$ cat src/rtl/bch_pkg.sv
// Shared BCH(15,7) constants, GF(2^4) tables and encoder state type.
// Used by the serial encoder and the decode-side syndrome block.
package bch_pkg;

  localparam int N  = 15;
  localparam int K  = 7;
  localparam int NK = 8;

  // g(x) = x^8+x^7+x^6+x^4+1, product of the minimal polys of alpha and alpha^3
  localparam logic [8:0] GEN_POLY  = 9'h1D1;
  // GF(2^4) field polynomial x^4+x+1
  localparam logic [4:0] PRIM_POLY = 5'h13;

  // antilog: GF_EXP[i] = alpha^i; entry 15 wraps back to alpha^0
  localparam logic [3:0] GF_EXP [0:15] = '{
    4'h1, 4'h2, 4'h4, 4'h8, 4'h3, 4'h6, 4'hC, 4'hB,
    4'h5, 4'hA, 4'h7, 4'hE, 4'hF, 4'hD, 4'h9, 4'h1
  };

  // log: GF_LOG[a] = i with alpha^i = a; entry 0 is a don't-care
  localparam logic [3:0] GF_LOG [0:15] = '{
    4'h0, 4'h0, 4'h1, 4'h4, 4'h2, 4'h8, 4'h5, 4'hA,
    4'h3, 4'hE, 4'h9, 4'h7, 4'h6, 4'hD, 4'hB, 4'hC
  };

  typedef enum logic [1:0] {
    IDLE  = 2'd0,
    SHIFT = 2'd1,
    DONE  = 2'd2
  } bch_state_e;

  function automatic logic [3:0] gf_mul(
    input logic [3:0] a,
    input logic [3:0] b
  );
    logic [4:0] s;
    s = {1'b0, GF_LOG[a]} + {1'b0, GF_LOG[b]};
    if (s >= 5'd15) s = s - 5'd15;
    if (a == 4'h0 || b == 4'h0) return 4'h0;
    return GF_EXP[s[3:0]];
  endfunction

endpackage

$ cat src/rtl/bch_parity_lfsr.sv
// Serial divide-by-g(x) LFSR producing the 8-bit BCH parity remainder.
// Ports: clk, rst (sync), clr (zero remainder), en (shift bit_in), rem.
module bch_parity_lfsr
  import bch_pkg::*;
(
  input  logic          clk,
  input  logic          rst,
  input  logic          clr,
  input  logic          en,
  input  logic          bit_in,
  output logic [NK-1:0] rem
);

  logic [NK-1:0] rem_q;
  logic [NK-1:0] rem_d;
  logic          fb;

  // message enters at x^8, so feedback is input bit xor the top stage
  always_comb begin
    rem_d = rem_q;
    fb    = bit_in ^ rem_q[NK-1];
    if (clr) begin
      rem_d = '0;
    end else if (en) begin
      rem_d = {rem_q[NK-2:0], 1'b0}
            ^ (fb ? GEN_POLY[NK-1:0] : '0);
    end
  end

  always_ff @(posedge clk) begin
    if (rst) rem_q <= '0;
    else     rem_q <= rem_d;
  end

  assign rem = rem_q;

endmodule

$ cat src/rtl/bch_encoder_serial.sv
// Systematic BCH(15,7) encoder, one message bit per clock, MSB first.
// Ports: clk, rst (sync), in_valid/in_ready/in_msg, out_valid/out_ready/out_codeword, busy.
module bch_encoder_serial
  import bch_pkg::*;
(
  input  logic          clk,
  input  logic          rst,
  input  logic          in_valid,
  output logic          in_ready,
  input  logic [K-1:0]  in_msg,
  output logic          out_valid,
  input  logic          out_ready,
  output logic [N-1:0]  out_codeword,
  output logic          busy
);

  bch_state_e    state_q;
  bch_state_e    state_d;
  logic [2:0]    cnt_q;
  logic [2:0]    cnt_d;
  logic [K-1:0]  msg_q;
  logic [K-1:0]  msg_d;
  logic          accept;
  logic          shift_en;
  logic          msg_bit;
  logic [NK-1:0] rem;

  assign shift_en = (state_q == SHIFT);
  assign msg_bit  = msg_q[3'd6 - cnt_q];

  always_comb begin
    state_d = state_q;
    cnt_d   = cnt_q;
    msg_d   = msg_q;
    accept  = 1'b0;
    unique case (state_q)
      IDLE: begin
        if (in_valid) begin
          accept  = 1'b1;
          msg_d   = in_msg;
          cnt_d   = 3'd0;
          state_d = SHIFT;
        end
      end
      SHIFT: begin
        if (cnt_q == 3'd6) begin
          cnt_d   = 3'd0;
          state_d = DONE;
        end else begin
          cnt_d = cnt_q + 3'd1;
        end
      end
      DONE: begin
        if (out_ready) state_d = IDLE;
      end
      default: state_d = IDLE;
    endcase
  end

  always_ff @(posedge clk) begin
    if (rst) begin
      state_q <= IDLE;
      cnt_q   <= 3'd0;
      msg_q   <= '0;
    end else begin
      state_q <= state_d;
      cnt_q   <= cnt_d;
      msg_q   <= msg_d;
    end
  end

  bch_parity_lfsr u_lfsr (
    .clk    (clk),
    .rst    (rst),
    .clr    (accept),
    .en     (shift_en),
    .bit_in (msg_bit),
    .rem    (rem)
  );

  assign in_ready     = (state_q == IDLE);
  assign out_valid    = (state_q == DONE);
  assign busy         = (state_q != IDLE);
  assign out_codeword = {msg_q, rem};

endmodule

$ cat config.mk
export PLATFORM = sky130hd
export DESIGN_NAME = bch_encoder_serial
export DESIGN_NICKNAME = d
export VERILOG_FILES = /design/src/rtl/bch_pkg.sv /design/src/rtl/bch_parity_lfsr.sv /design/src/rtl/bch_encoder_serial.sv
export SDC_FILE = /design/constraint.sdc
export NUM_CORES = 1
export LEC_CHECK = 0
export BUFFER_PORTS_ARGS = -buffer_cell sky130_fd_sc_hd__clkbuf_2
export CELL_PAD_IN_SITES_DETAIL_PLACEMENT = 1
export CELL_PAD_IN_SITES_GLOBAL_PLACEMENT = 2
export CORE_MARGIN = 2
export CORE_UTILIZATION = 27
export CTS_BUF_LIST = sky130_fd_sc_hd__clkbuf_8 sky130_fd_sc_hd__clkbuf_16
export CTS_CLUSTER_DIAMETER = 120
export DETAILED_ROUTE_END_ITERATION = 8
export GPL_TIMING_DRIVEN = 0
export PLACE_DENSITY = 0.76
export SKIP_LAST_GASP = 1
export SLEW_MARGIN = 5
export SYNTH_ARGS = -nofsm -noshare
export SYNTH_HDL_FRONTEND = slang
export SYNTH_SLANG_ARGS = --single-unit
$ cat constraint.sdc
create_clock -name clk -period 2.7 [get_ports clk]
set_input_delay 0.27 -clock clk [delete_from_list [all_inputs] [get_ports clk]]
set_output_delay 0.27 -clock clk [all_outputs]
set_load 0.1 [all_outputs]
==> flow_summary.yaml <==
finish:
  syn_to_final_growth_pct: 26.2
  n_antenna_cell: 0
  drive_above_1_share_pct: 26.9
  multi_input_area_sq_um: 520
  nets: 171
  regArea_sq_um: 400
  fill_cells: 454
  stdcell_area_sq_mm: 0.00123
  final_cells: 202
synthesis:
  yosys.cell_types.count: 27
  synthTopCellsByArea: "dfxtp_1, nand2_1, a21oi_1"
  synth_warnings: 0
  synth_top_area_share_pct: 41.1
  synth-seq-area-share_pct: 41.1
  synth_edf_count: 0
  synthArstFlopShare_pct: 0
  synth.top_cells.by_count: "nand2_1, a21oi_1, dfxtp_1"
  synthFlopType: "dfxtp_1"
  yosys.area.top_type: "dfxtp_1"
  synth.most_common_cell: "nand2_1"
  syn-num-nets: 138
  syn-cell-area_sq_um: 975
  synthCells: 124
  ys_ff_latch: 20
  syn_avg_cell_area_sq_um: 7.86
setup_path:
  path_cells: "buf_6 -> inv_1 -> ha_1 -> mux2i_1 -> o221ai_1 -> and3_2 -> o21ai_1 -> a21oi_1"
  cp.required_ns: 2.84
  path_class: "flip-flop to flip-flop"
  max_stage_delay_ns: 0.41
  crit_arrival_ns: 2.22
  crit_path_end_kind: "flip-flop"
  path_max_fanout: 7
  cp_num_buf_inv: 2
  crit_cells: 8
  worst_setup_path_start_kind: "flip-flop"
  worstRegToRegCells: 8
  crit_slowest_cell: "dfxtp_1"
  crit_family: "compound AO/OA/AOI/OAI gates"
timing:
  finalCritPeriodShare_pct: 77.2
  slew_viol_final: 0
  tns_ns: 0
  fin_crit_ns: 2.08
  finClkSkew_ns: 0.00188
  hold_violations: 0
  setup_ws_ns: 0.616
  setup_viol: 0
  fmax_mhz: 480
  relSlewSlack_pct: 56.9
  worst_pin_slew_ns: 0.643
  rsz0062_at_grt: "false"
power_and_ir_drop:
  total_power_mw: 0.725
  power_frac_comb_pct: 24.5
  p_clk_share_pct: 31.8
  peakVddDrop_uv: 360
  p_leak_nw: 0.516
  seqPwrFrac_pct: 43.7
  p_int_mw: 0.479
  p_sw_mw: 0.246
  switching_share_pct: 33.9
  powerDensity_mw_per_mm2: 589
clock_network:
  clk_pin_slew_worst_paths_ns: 0.08
  cts_setup_buffers: 0
  post_cts_resized: 0
  clockBufferDepth: 2
  tritoncts: "done"
  h-tree-depth: 1
  cts_root_buffer: "clkbuf_8"
  cts_num_sinks: 20
  hold_buffers: 0
  cts_inserted_buffers: 3
  clkLatencyLatePin_ns: 0.26
routing:
  drt-wirelength-per-cell_um: 12.0
  drc: 0
  vias_per_cell: 4.68
  first_pass_iters: 2
  drtIter0Drc: 23
  vias: 945
  finalWirelength_mm: 2.42
  ant_nets: 0
placement:
  gp_congestion: 0.723
  dp_hpwl_mm: 1.89
  place_ws_ns: 0.597
  dp_cells: 198
  placed_area_sq_mm: 0.00117
  port_buffers: 28
die:
  initial_core_util_pct: 28.8
  die_w_um: 64.1
  core-area_sq_mm: 0.00339
  pin_count: 29
  rows: 21
  die_area_sq_mm: 0.00411
  die_height_um: 64.1
run_status:
  status: "finished, final reports clean"
global_route:
  grt_max_degree: 12
  grt_first_pass_wirelength_mm: 4.38
  antenna_found_initial: 0
  track_usage_pct: 13.7
  globalRouteOverflowTotal: 0
  grt_pass1_vias: 960
worst_hold_path:
  hold_path_class: "input pin to flip-flop"
  hold_depth: 3
job:
  max-cap-violations: 0
-- power by group through the flow --
stage | clock (mW) | combinational, mW | sequential (mW)
after floorplan | 0 | 0.0826 | 0.383
after global placement | 0 | 0.179 | 0.323
after detailed placement | 0 | 0.180 | 0.324
after CTS | 0.241 | 0.181 | 0.317
after global routing | 0.244 | 0.192 | 0.319
final | 0.230 | 0.178 | 0.317
-- cells in the final DEF, fill, tap and decap left out, types with 3 or more instances in the layout --
cell      count
nand2_1      31
clkbuf_2     28
a21oi_1      21
dfxtp_1      20
nor2_1       10
inv_1         5
clkbuf_1      4
xnor2_1       4
clkbuf_8      4
ha_1          3
-- stage by stage --
stage	utilization (%)	hold WS [ns]
floorplan	-	0.339
global placement	34.7	0.456
detailed placement	34.7	0.472
CTS	36.3	0.218
finish	36.3	0.228
global route	36.3	0.230
-- worst min-delay path, delay by kind of cell --
family / cells / cell delay (ns)
compound gates: 1 / 0.05
simple gates: 1 / 0.04
buf+inv: 1 / 0.08
-- area by class of cell --
class,count,area share (%)
Timing Repair Buffer,28,11.4
Buffer,6,3.05
Tap cell,46,4.68
Clock buffer,4,4.48
Inverter,5,1.53
Sequential cell,20,32.6
Multi-Input combinational cell,93,42.3
-- final timing paths --
check / from / endpoint / slack [ns]
max: cnt_q[0]$_SDFFE_PP0P_ / u_lfsr.rem[6]$_SDFFE_PP0N_ / 0.62
min: in_msg[1] / msg_q[1]$_SDFFE_PP0P_ / 0.23
min reg2reg: msg_q[3]$_SDFFE_PP0P_ / msg_q[3]$_SDFFE_PP0P_ / 0.47
max reg2reg: cnt_q[0]$_SDFFE_PP0P_ / u_lfsr.rem[6]$_SDFFE_PP0N_ / 0.62
-- sequential cells by signal (all words and copies together) (netlist names) --
name        cells
u_lfsr.rem      8
msg_q           7
state_q         2
cnt_q           3
-- kinds of logic (layout without fill, tap and decap cells) --
| group | count (synthesis) | in the layout | synth area share (%) |
|---|---|---|---|
| xor+xnor | 4 | 4 | 3.59 |
| mux | 3 | 3 | 4.36 |
| fa+ha+maj | 3 | 3 | 3.85 |
| simple gates | 54 | 54 | 24.9 |
| flops | 20 | 20 | 41.1 |
| buf+inv | 11 | 43 | 5.78 |
| compound gates | 29 | 29 | 16.4 |
-- per-layer routing --
layer | up-vias | global-route usage, % | wire length (um)
met1 | 433 | 15.8 | 1040
met3 | 6 | 3.87 | 141
li1 | 477 | - | -
met4 | 0 | 4.08 | 52
met5 | - | 0 | 0
met2 | 29 | 24.3 | 1180
Note: power is estimated with default switching activity, not from simulation.
